<file path="src/rtl/cpu_types_pkg.sv">
// rtl/cpu_types_pkg.sv - shared types and helpers for the fetch stage and its BTB
package cpu_types_pkg;

  typedef logic [31:0] word_t;

  typedef enum logic [1:0] {
    RESET  = 2'd0,
    FETCH  = 2'd1,
    HALTED = 2'd2
  } fetch_state_t;

  // tag is stored right-aligned (pc shifted past index and byte offset)
  typedef struct packed {
    logic       valid;
    word_t      tag;
    word_t      target;
    logic [1:0] ctr;
  } btb_entry_t;

  localparam word_t      INSTR_BYTES    = 32'd4;
  localparam logic [1:0] CTR_WEAK_TAKEN = 2'b10;

  function automatic word_t pc_plus4(input word_t pc);
    return pc + INSTR_BYTES;
  endfunction

  function automatic logic [1:0] ctr_inc(input logic [1:0] c);
    return (c == 2'b11) ? c : c + 2'b01;
  endfunction

  function automatic logic [1:0] ctr_dec(input logic [1:0] c);
    return (c == 2'b00) ? c : c - 2'b01;
  endfunction

endpackage

</file>
<file path="src/rtl/fetch_btb.sv">
// rtl/fetch_btb.sv - direct-mapped branch target buffer with 2-bit counters
// Built into fetch_stage only when FETCH_BTB_EN is defined.
module fetch_btb import cpu_types_pkg::*; #(
  parameter int ENTRIES = 8
) (
  input  logic  clk_i,
  input  logic  rst_n_i,
  input  word_t lookup_pc_i,
  output logic  pred_taken_o,
  output word_t pred_target_o,
  input  logic  upd_en_i,
  input  word_t upd_pc_i,
  input  word_t upd_target_i,
  input  logic  upd_taken_i
);

  localparam int IDX_W = $clog2(ENTRIES);

  btb_entry_t       entries_q [ENTRIES];
  logic [IDX_W-1:0] lk_idx;
  logic [IDX_W-1:0] up_idx;
  word_t            lk_tag;
  word_t            up_tag;
  btb_entry_t       lk_e;
  btb_entry_t       up_e;
  logic             up_hit;

  assign lk_idx = lookup_pc_i[2 +: IDX_W];
  assign up_idx = upd_pc_i[2 +: IDX_W];
  assign lk_tag = lookup_pc_i >> (IDX_W + 2);
  assign up_tag = upd_pc_i >> (IDX_W + 2);
  assign lk_e   = entries_q[lk_idx];
  assign up_e   = entries_q[up_idx];
  assign up_hit = up_e.valid && (up_e.tag == up_tag);

  // lookup reads the registered array, so a same-cycle update is not visible
  assign pred_taken_o  = lk_e.valid && (lk_e.tag == lk_tag) && lk_e.ctr[1];
  assign pred_target_o = lk_e.target;

  always_ff @(posedge clk_i or negedge rst_n_i) begin
    if (!rst_n_i) begin
      for (int i = 0; i < ENTRIES; i++) begin
        entries_q[i] <= '0;
      end
    end else if (upd_en_i) begin
      if (upd_taken_i) begin
        if (up_hit) begin
          entries_q[up_idx].ctr    <= ctr_inc(up_e.ctr);
          entries_q[up_idx].target <= upd_target_i;
        end else begin
          entries_q[up_idx] <= '{valid: 1'b1, tag: up_tag,
                                 target: upd_target_i, ctr: CTR_WEAK_TAKEN};
        end
      end else if (up_hit) begin
        entries_q[up_idx].ctr <= ctr_dec(up_e.ctr);
      end
    end
  end

endmodule

</file>
<file path="src/rtl/fetch_stage.sv">
// rtl/fetch_stage.sv - instruction fetch stage: PC, fetch FSM, IF/ID control
// Optional branch target buffer enabled by macro FETCH_BTB_EN.
module fetch_stage import cpu_types_pkg::*; #(
  parameter word_t PC_INIT     = 32'h0000_0000,
  parameter int    BTB_ENTRIES = 8
) (
  input  logic  CLK,
  input  logic  nRST,
  output logic  imemREN,
  output word_t imemaddr,
  input  logic  ihit,
  input  word_t imemload,
  input  logic  stall,
  input  logic  halt,
  input  logic  redirect,
  input  word_t redirect_pc,
  input  logic  bt_update,
  input  word_t bt_pc,
  input  word_t bt_target,
  input  logic  bt_taken,
  output word_t pcplus4_out,
  output word_t instr_out,
  output word_t next_pc_out,
  output logic  fetch_valid,
  output logic  flush_out
);

  if (BTB_ENTRIES < 2 || BTB_ENTRIES > 64 ||
      (BTB_ENTRIES & (BTB_ENTRIES - 1)) != 0) begin : g_bad_btb_entries
    $error("BTB_ENTRIES must be a power of two in 2..64");
  end

  fetch_state_t state_q;
  word_t        pc_q;
  word_t        pc_d;
  logic         ren_q;
  logic         in_fetch;
  word_t        pc_inc;
  logic         pred_taken;
  word_t        pred_target;
  logic         unused_in;

  assign in_fetch = (state_q == FETCH);
  assign pc_inc   = pc_plus4(pc_q);

`ifdef FETCH_BTB_EN
  fetch_btb #(.ENTRIES(BTB_ENTRIES)) u_btb (
    .clk_i         (CLK),
    .rst_n_i       (nRST),
    .lookup_pc_i   (pc_q),
    .pred_taken_o  (pred_taken),
    .pred_target_o (pred_target),
    .upd_en_i      (bt_update),
    .upd_pc_i      (bt_pc),
    .upd_target_i  (bt_target),
    .upd_taken_i   (bt_taken)
  );
  assign unused_in = ^redirect_pc[1:0];
`else
  assign pred_taken  = 1'b0;
  assign pred_target = pc_inc;
  assign unused_in   = ^{redirect_pc[1:0], bt_update, bt_pc, bt_target, bt_taken};
`endif

  assign next_pc_out = pred_taken ? pred_target : pc_inc;
  assign pcplus4_out = pc_inc;
  assign instr_out   = imemload;
  assign imemREN     = ren_q;
  assign imemaddr    = in_fetch ? pc_q : '0;

  assign fetch_valid = in_fetch && !halt && !redirect && !stall && ihit;
  // flush is forced during reset so IF/ID never holds a stale word across it
  assign flush_out   = !nRST || (in_fetch && !halt && redirect);

  always_comb begin
    pc_d = pc_q;
    if (in_fetch && !halt) begin
      if (redirect) begin
        pc_d = {redirect_pc[31:2], 2'b00};
      end else if (!stall && ihit) begin
        pc_d = next_pc_out;
      end
    end
  end

  always_ff @(posedge CLK or negedge nRST) begin
    if (!nRST) begin
      state_q <= RESET;
      pc_q    <= PC_INIT;
      ren_q   <= 1'b0;
    end else begin
      pc_q <= pc_d;
      case (state_q)
        RESET: begin
          state_q <= FETCH;
          ren_q   <= 1'b1;
        end
        FETCH: begin
          if (halt) begin
            state_q <= HALTED;
            ren_q   <= 1'b0;
          end
        end
        HALTED: begin
          state_q <= HALTED;
          ren_q   <= 1'b0;
        end
        default: begin
          state_q <= RESET;
          ren_q   <= 1'b0;
        end
      endcase
    end
  end

endmodule

</file>
<file path="config.mk">
export PLATFORM = sky130hd
export DESIGN_NAME = fetch_stage
export DESIGN_NICKNAME = d
export VERILOG_FILES = /design/src/rtl/cpu_types_pkg.sv /design/src/rtl/fetch_btb.sv /design/src/rtl/fetch_stage.sv
export SDC_FILE = /design/constraint.sdc
export NUM_CORES = 1
export LEC_CHECK = 0
export CAP_MARGIN = 20
export CORE_ASPECT_RATIO = 1.1
export CORE_MARGIN = 10
export CORE_UTILIZATION = 31
export CTS_BUF_LIST = sky130_fd_sc_hd__clkbuf_4
export DETAILED_ROUTE_END_ITERATION = 16
export PLACE_DENSITY = 0.8
export SYNTH_ARGS = -nofsm -noshare
export SYNTH_HDL_FRONTEND = slang
export SYNTH_HIERARCHICAL = 1
export SYNTH_SLANG_ARGS = --single-unit
export TNS_END_PERCENT = 30
</file>
<file path="constraint.sdc">
create_clock -name CLK -period 2.1 [get_ports CLK]
set_input_delay 0.315 -clock CLK [delete_from_list [all_inputs] [get_ports CLK]]
set_output_delay 0.315 -clock CLK [all_outputs]
set_load 0.1 [all_outputs]
</file>
==> flow_metrics.tcl, run 1 <==
set metrics [dict create \
    status "finished with violations" \
    violations "negative setup slack" \
    stdcell_count 689 \
    drt-pass1-iter-count 4 \
    maxSlewViolCount 0 \
    grt_util_all_layers 0.178 \
    path_cells "nand3_2 > or3_4 > or3_4 > xnor2_4 > buf_12" \
    synth_warnings 6 \
    min_period_over_period 1.19 \
    initial_core_util 0.317 \
    setup_ws_ns -0.409 \
    cp-startpoint "pc_q[18]$_DFFE_PN0P_" \
    cpLargestDelayFamily "simple AND/OR/NAND/NOR gates" \
    cts_root_buffer "clkbuf_4" \
    synth_cell_types 52 \
    port_buffers 128 \
    skew_ns 0.0139 \
    rsz0062_at_grt "yes" \
    rrSetupSlack_ns 0.29 \
    stdcell_area_um2 6490 \
    slowest_delay_ns 0.46 \
    synth_seq_cells 32 \
    hp-class "input port to asynchronous set/reset pin" \
    place_area_um2 6140 \
    die_width_um 118 \
    layout.nets 684 \
    switching_share 0.615 \
    pwr-share-clk 0.031 \
    die_y_um 128 \
    power.density_nw_per_um2 1850 \
    netlist_instances 419 \
    hold_buffers 0 \
    cp_common_cell "or3_4" \
    drc 0 \
    grt_pass1_vias 3841 \
    antenna_found_initial 1 \
    core_area_um2 10300 \
    yosys-top-cells-area "dfrtp_1 24%, buf_4 16%, and2_1 5.9%" \
    crit_cells 5 \
    combPwrFrac 0.879 \
    crit_arrival_ns 2.19 \
    drive_gt1_frac 0.475 \
    seq_area_frac_synth 0.244 \
    switchingPower_mw 7.39 \
    grt_pass1_wl_um 21800 \
    critPathCaptureType "primary output" \
    grt_max_degree 71 \
    yosys.area.top_type_share 0.244 \
    tns_ns -14.44 \
    cap_violations 0 \
    async_flop_share 1.00 \
    place.gp.congestion 0.878 \
    cts.sinks 32 \
    crit_type "register to primary output" \
    ctsHtreeMaxLevel 2 \
    die_area_um2 15100 \
    netlist_area_um2 3280 \
    r2r-end "pc_q[20]$_DFFE_PN0P_" \
    wl_um 14000 \
    final_hold_viol_count 0 \
    synth_top_area_cell "dfrtp_1" \
    crit_buf_inv 1 \
    period_needed_ns 2.51 \
    clk_path_buf_depth 2 \
    nFillCells 796 \
    clk_latency_ns 0.35 \
    leakagePower_nw 2.80 \
    drtIter0Drc 266 \
    synth_flop_cell "dfrtp_1" \
    viasPerCell 5.33 \
    peakVddDrop_v 0.00159 \
    crit_path_max_fanout 5 \
    timing.rr.start "pc_q[3]$_DFFE_PN0P_" \
    crit_slowest_cell "dfrtp_1" \
    pwr-share-seq 0.091 \
    placed_cells 672 \
    cp-endpoint "pcplus4_out[24]" \
    setup-violations-final 50 \
    place_ws_ns -0.163 \
    cts_buffers 5 \
    tritoncts "yes" \
    worst_ep_required_time_ns 1.78 \
    mostFrequentLayoutCell "buf_12" \
    ios 267 \
    overflow 0 \
    final_cell_mix "92 x buf_12, 76 x buf_4, 33 x clkdlybuf4s50_1" \
    routedWlPerCell_um 20.3 \
    max_freq_ghz 0.399 \
    clk_pin_slew_worst_paths_ns 0.11 \
    synth_edf_count 0 \
    synth.avg_cell_area_um2 7.83 \
    power.internal_mw 4.64 \
    dp_hpwl_um 10700 \
    vias 3669 \
    rows 39 \
    setup.worst_path.start_class "register" \
    areaGrowthSynthToFinish_pct 97.8 \
    r2r_cells 9 \
    ant_nets 0 \
]
-- stage by stage --
step                       util  power [mW]  hold slack, ns
after global placement    0.594        11.3           0.466
after floorplan               -        8.36          0.0194
after global routing      0.627        12.4          0.0994
final                     0.627        12.0           0.108
after CTS                 0.618        12.0           0.107
after detailed placement  0.594        11.4           0.484
-- Yosys cell counts, types with 2 or more instances --
| cell | number |
|---|---|
| nand2_1 | 17 |
| nand3_1 | 25 |
| a21oi_1 | 22 |
| nor4_1 | 7 |
| xor2_1 | 10 |
| o2bb2ai_1 | 7 |
| and4_1 | 3 |
| inv_1 | 15 |
| nor3_1 | 9 |
| nand2b_1 | 3 |
| nand4_1 | 11 |
| and3_1 | 16 |
| a211o_1 | 2 |
| nor2_1 | 15 |
| o211ai_1 | 10 |
| or3_4 | 2 |
| a22oi_1 | 5 |
| xnor2_1 | 18 |
| a311o_1 | 7 |
| o21ai_0 | 18 |
| ha_1 | 3 |
| clkbuf_1 | 20 |
| dfrtp_1 | 32 |
| a21o_1 | 2 |
| and2_1 | 31 |
| o311ai_0 | 3 |
| or3_1 | 3 |
| buf_2 | 11 |
| buf_4 | 69 |
-- power by group through the flow --
stage	registers (mW)	clock network, mW	logic (mW)
after detailed placement	1.07	0	10.4
after CTS	1.06	0.369	10.5
after global placement	1.04	0	10.3
after floorplan	1.18	0	7.18
after global routing	1.11	0.397	10.9
final	1.09	0.370	10.6
-- worst min-delay path by stage --
| stage | start | cells after the start | slack [ns] | end |
|---|---|---|---|---|
| 4_1_cts | nRST | 2 | 0.11 | pc_q[14]$_DFFE_PN0P_ |
| 3_5_place_dp | nRST | 2 | 0.48 | pc_q[5]$_DFFE_PN0P_ |
| 3_3_place_gp | nRST | 2 | 0.47 | pc_q[6]$_DFFE_PN0P_ |
| 2_1_floorplan | nRST | 0 | 0.02 | pc_q[10]$_DFFE_PN0P_ |
| 5_1_grt | nRST | 2 | 0.1 | pc_q[8]$_DFFE_PN0P_ |
| 6_report | nRST | 2 | 0.11 | pc_q[19]$_DFFE_PN0P_ |
-- registers in the layout, indices dropped and copies added (netlist names) --
name and cells:
state_q 2, pc_q 30
-- per-layer routing --
layer,track usage,vias to the layer above,share of wire
li1,-,1649,-
met1,0.188,1780,0.35
met2,0.324,198,0.53
met3,0.0529,42,0.086
met4,0.0735,0,0.034
met5,0,-,0
-- kinds of logic after synthesis --
logic type / Yosys count / share of synthesized area
xor+xnor: 28 / 0.0748
buf+inv: 117 / 0.217
other cells: 1 / 0.00114
simple gates: 151 / 0.270
fa+ha+maj: 3 / 0.0114
compound gates: 86 / 0.179
mux: 1 / 0.00305
flops: 32 / 0.244
-- area by class of cell --
cell class	count	area, µm²	area share
Timing Repair Buffer	215	2890	0.445
Antenna cell	1	2.50	0.000386
Tap cell	143	179	0.0276
Sequential cell	32	805	0.124
Inverter	16	60.1	0.00925
Clock buffer	6	45.0	0.00694
Multi-Input combinational cell	275	2510	0.386
Clock inverter	1	5.00	0.000771
-- repair_timing --
item,4_1_cts,5_1_grt
buffers inserted,7,2
resized for setup,34,16
endpoints found under the hold margin,0,0
endpoints found under the setup margin,51,69
pin swaps,26,6
No activity file was read; power rests on OpenSTA's default activity.
==> run 2: changes to the inputs <==
PLACE_DENSITY = 0.92   (was 0.8)
==> run 2 against run 1 <==
Sequential cell count is the same. Hold slack lost 0.10 ns. Final cell count grew 3.8%. Clock skew shrank 0.0035 ns. First-iteration DRC count shrank 4.9%. The run still ends with negative setup slack left. Sequential share of layout area shrank 0.64 points. Largest power group unchanged. Clock power grew 36%. Register-to-register slack lost 0.17 ns.
==> flow_metrics.tcl, run 2 (synthesis gave the netlist of run 1 again) <==
set metrics [dict create \
    status "finished with violations" \
    violations "negative setup slack" \
    pwr-share-seq 0.088 \
    crit_arrival_ns 2.19 \
    regMostFlops "pc_q" \
    crit_type "register to primary output" \
    power_mw 12.4 \
    min_period_over_period 1.19 \
    multiInputGateArea_um2 2590 \
    crit_buf_inv 3 \
    initial_core_util 0.317 \
    reg_top3 "pc_q x30, state_q x2" \
    combPwrFrac 0.872 \
    cts_root_buffer "clkbuf_4" \
    setup-violations-final 48 \
    worst_ep_required_time_ns 1.78 \
    tritoncts "yes" \
    crit_path_max_fanout 3 \
    vias 3963 \
    die_area_um2 15100 \
    die_width_um 118 \
    leakagePower_nw 2.97 \
    viasPerCell 5.54 \
    largest_reg_flops 30 \
    overflow 0 \
    drive_gt1_frac 0.517 \
    ant_nets 0 \
    grt_max_degree 71 \
    final_cell_mix "96 x buf_4, 95 x buf_12, 33 x clkdlybuf4s50_1" \
    core_area_um2 10300 \
    switchingPower_mw 7.57 \
    setup.worst_path.start_class "register" \
    cpLargestDelayFamily "simple AND/OR/NAND/NOR gates" \
    drtIter0Drc 253 \
    cts_buffers 5 \
    routedWlPerCell_um 21.2 \
    layout.nets 709 \
    port_buffers 128 \
    slowest_delay_ns 0.43 \
    drc 0 \
    clk_latency_ns 0.36 \
    switching_share 0.608 \
    period_needed_ns 2.51 \
    areaGrowthSynthToFinish_pct 109 \
    max_freq_ghz 0.399 \
    wl_met3_um 1330 \
    drt-pass1-iter-count 4 \
    ios 267 \
    dp_hpwl_um 10600 \
    place.gp.congestion 0.910 \
    rsz0062_at_grt "yes" \
    place_ws_ns -0.184 \
    final_hold_viol_count 0 \
    regArea_um2 805 \
    ctsHtreeMaxLevel 2 \
    maxSlewViolCount 0 \
    pwr-share-clk 0.041 \
    top_layer "met4" \
    hp-class "input port to asynchronous set/reset pin" \
    wl_met2_um 7950 \
    rows 39 \
    cts.sinks 32 \
    mostFrequentLayoutCell "buf_4" \
    nFillCells 741 \
    critPathCaptureType "primary output" \
    grt_pass1_vias 4160 \
    clk_pin_slew_worst_paths_ns 0.12 \
    cap_violations 0 \
    die_y_um 128 \
    crit_slowest_cell "dfrtp_1" \
    peakVddDrop_v 0.00168 \
    wl_um 15100 \
    grt_pass1_wl_um 22900 \
    antenna_found_initial 1 \
    wl_met1_um 5020 \
    setup_ws_ns -0.406 \
    clk_path_buf_depth 2 \
    power.internal_mw 4.88 \
    skew_ns 0.0104 \
    worstMarginPinSlew_ns 0.485 \
    grt_util_all_layers 0.187 \
    cp_common_cell "buf_4" \
    hold_buffers 0 \
    power.density_nw_per_um2 1820 \
    path_cells "buf_4 > buf_4 > nand4_1 > nor3_2 > nand3_2 > xnor2_4 > buf_12" \
    slew_headroom 0.672 \
]
run 2: area by class of cell:
class                   instances  area share
repair buffers                240       0.457
multi-input cells             275       0.379
flip-flops and latches         32       0.118
well taps                     143      0.0261
inverters                      16     0.00878
clock inverters                 3     0.00622
clock buffers                   5     0.00549
diodes                          1    0.000366
run 2: power groups by stage:
stage / logic, mW / clock network (mW) / registers (mW)
final: 10.9 / 0.505 / 1.09
after global routing: 11.1 / 0.540 / 1.11
after CTS: 10.6 / 0.510 / 1.06
after detailed placement: 10.4 / 0 / 1.06
after global placement: 10.2 / 0 / 1.04
after floorplan: 7.18 / 0 / 1.18
run 2: worst paths after layout:
kind | startpoint | slack (ns) | to | cells past startpoint
max in group asynchronous | nRST | 1.73 | pc_q[2]$_DFFE_PN0P_ | 2
min in group CLK | redirect | 0.51 | pc_q[2]$_DFFE_PN0P_ | 4
hold reg to reg | state_q[1]$_DFFE_PN0P_ | 0.62 | state_q[1]$_DFFE_PN0P_ | 2
setup / recovery | pc_q[18]$_DFFE_PN0P_ | -0.41 | next_pc_out[31] | 7
hold / removal | nRST | 0.003 | state_q[1]$_DFFE_PN0P_ | 2
setup reg to reg | pc_q[2]$_DFFE_PN0P_ | 0.12 | pc_q[18]$_DFFE_PN0P_ | 10
run 2: stage by stage:
stage	instances	hold slack, ns	instance area [µm²]	utilization	TNS [ns]
2_1_floorplan	424	0.0194	3990	-	-42.30
3_3_place_gp	673	0.387	6160	0.596	-1.81
4_1_cts	700	0.00870	6600	0.638	-13.59
5_1_grt	715	0.0204	6840	0.661	-18.28
6_report	715	0.00325	6840	0.661	-14.36
3_5_place_dp	673	0.401	6160	0.596	-2.75
run 2: metal layers:
layer,track usage,up-vias
li1,-,1697
met1,0.186,1908
met2,0.353,277
met3,0.0493,81
met4,0.0924,0
met5,0,-
run 2: what timing repair did:
action / in CTS / in global routing
gates cloned: 0 / 0
pin swaps: 29 / 14
setup endpoints to repair: 54 / 63
buffers inserted: 19 / 14
resized for setup: 47 / 25
run 2: worst register-to-register path: cells and delay by family, from the launching register on:
family / cells / cell delay (ns)
fa+ha+maj: 1 / 0.17
buf+inv: 5 / 0.68
simple gates: 2 / 0.32
compound gates: 2 / 0.31
flops: 1 / 0.44
==> run 3: changes to the inputs <==
PLACE_DENSITY = 0.89   (was 0.92)
SETUP_SLACK_MARGIN = 0.5   (was default)
clock period = 2.81 ns   (was 2.1 ns; I/O delays follow)
==> run 3 against run 2 <==
The run now ends clean. Final cell count is 3.5% lower. Sequential power is 20% lower. Sequential share of layout area is 1.1 points higher. Non-clock buffer count is 26 lower. Global-route usage is 1.7 points lower. Sequential cell count stayed put. First-iteration DRC count is 11% higher. Combinational power is 31% lower. Register-to-register slack better by 0.38 ns. Count of clock-buffer cells in the layout stayed put. Clock power is 46% lower. Routed wire length is 7.9% lower. Critical endpoint is now pcplus4_out[24]. Largest power group unchanged.
==> flow_metrics.tcl, run 3 (synthesis gave the netlist of run 1 again) <==
set metrics [dict create \
    status "complete, no violations" \
    crit_path_max_fanout 3 \
    r2r-end "pc_q[19]$_DFFE_PN0P_" \
    rrSetupSlack_ns 0.50 \
    drive_gt1_frac 0.491 \
    placed_cells 625 \
    viasPerCell 5.45 \
    routedWlPerCell_um 20.2 \
    cap_violations 0 \
    period_needed_ns 2.61 \
    cts_buffers 5 \
    areaGrowthSynthToFinish_pct 94.3 \
    dp_hpwl_um 10000 \
    drc 0 \
    place_ws_ns 0.153 \
    setup_ws_ns 0.204 \
    skew_ns 0.0215 \
    initial_core_util 0.317 \
    hp-class "input port to asynchronous set/reset pin" \
    peakVddDrop_v 0.00108 \
    worst_ep_required_time_ns 2.39 \
    layout.nets 684 \
    timing.rr.start "state_q[1]$_DFFE_PN0P_" \
    vias 3763 \
    max_freq_ghz 0.384 \
    nFillCells 826 \
    r2r_cells 7 \
    clk_pin_slew_worst_paths_ns 0.13 \
    tns_ns 0 \
    die_y_um 128 \
    setup.worst_path.start_class "register" \
    stdcell_count 690 \
    power_mw 8.70 \
    clk_path_buf_depth 2 \
    critPathCaptureType "primary output" \
    rows 39 \
    grt_max_degree 46 \
    tritoncts "yes" \
    regArea_um2 821 \
    grt_pass1_wl_um 20900 \
    grt_util_all_layers 0.170 \
    holdWs_ns 0.164 \
    crit_type "register to primary output" \
    overflow 0 \
    cts_root_buffer "clkbuf_4" \
    ios 267 \
    ctsHtreeMaxLevel 2 \
    maxSlewViolCount 0 \
    mostFrequentLayoutCell "buf_4" \
    ant_nets 0 \
    die_area_um2 15100 \
    drt-pass1-iter-count 5 \
    place.gp.congestion 0.824 \
    crit_arrival_ns 2.18 \
    wl_um 13900 \
    core_area_um2 10300 \
    power.density_nw_per_um2 1370 \
    final_cell_mix "88 x buf_4, 84 x buf_12, 33 x clkdlybuf4s50_1" \
    rsz0062_at_grt "yes" \
    die_width_um 118 \
    setup-violations-final 0 \
    final_hold_viol_count 0 \
    cts.sinks 32 \
    reg_top3 "pc_q x30, state_q x2" \
    leakagePower_nw 2.71 \
    drtIter0Drc 281 \
    grt_pass1_vias 3789 \
    multiInputGateArea_um2 2510 \
    regMostFlops "pc_q" \
    hold_buffers 0 \
    largest_reg_flops 30 \
    port_buffers 128 \
    antenna_found_initial 1 \
    min_period_over_period 0.927 \
    clk_latency_ns 0.35 \
]
run 3: cell types whose count changed in the layout (fill, tap and decap cells not counted), sizes merged:
cell,before,now
clkinvlp,1,0
clkinv,2,4
buf,207,181
bufinv,1,0
and3,16,17
run 3: area by class of cell:
cell class                 count  share of cell area
inverter                      16             0.00942
antenna                        1            0.000393
clock inverter                 3             0.00216
timing repair buffer         214               0.432
sequential                    32               0.129
tap                          143              0.0281
multi-input combinational    276               0.393
clock buffer                   5             0.00589
run 3: worst max-delay path, cell delays in order, from the launching register on:
cell and delay, ns:
dfrtp_2 0.42, nand4_1 0.16, or3_4 0.43, or3_4 0.38, xnor2_4 0.24, buf_12 0.21
run 3: timing repair:
action	4_1_cts	5_1_grt
buffers inserted	39	14
pin swaps	21	13
gates cloned	2	1
endpoints found under the setup margin	73	92
gates resized for setup	39	18
run 3: layer usage:
layer | routed length (µm) | vias to the layer above | track usage
li1 | - | 1647 | -
met1 | 4810 | 1805 | 0.178
met2 | 7280 | 251 | 0.312
met3 | 1300 | 60 | 0.0493
met4 | 550 | 0 | 0.0735
met5 | 0 | - | 0
run 3: worst max path at each step:
stage          depth (start not counted)         endpoint                  from  slack, ns
4_1_cts                                5  next_pc_out[26]  pc_q[16]$_DFFE_PN0P_       0.16
2_1_floorplan                          6  pcplus4_out[20]   pc_q[2]$_DFFE_PN0P_      -0.18
3_5_place_dp                           6  pcplus4_out[20]   pc_q[3]$_DFFE_PN0P_       0.15
6_report                               5  pcplus4_out[24]  pc_q[16]$_DFFE_PN0P_       0.20
3_3_place_gp                           6  next_pc_out[20]   pc_q[2]$_DFFE_PN0P_       0.18
5_1_grt                                5  next_pc_out[24]  pc_q[16]$_DFFE_PN0P_       0.13
run 3: per-stage QoR:
stage               instance area (µm²)  utilization
global route                       6370        0.616
finish                             6370        0.616
detailed placement                 5690        0.550
global placement                   5690        0.550
floorplan                          3990            -
CTS                                6190        0.598
run 3: power breakdown:
part	switching, mW	total, mW	internal, mW	leakage, nW
Combinational	5.08	7.56	2.48	2.34
Clock	0.183	0.275	0.0920	0.0324
Sequential	0.230	0.867	0.637	0.338
Total	5.50	8.70	3.21	2.71
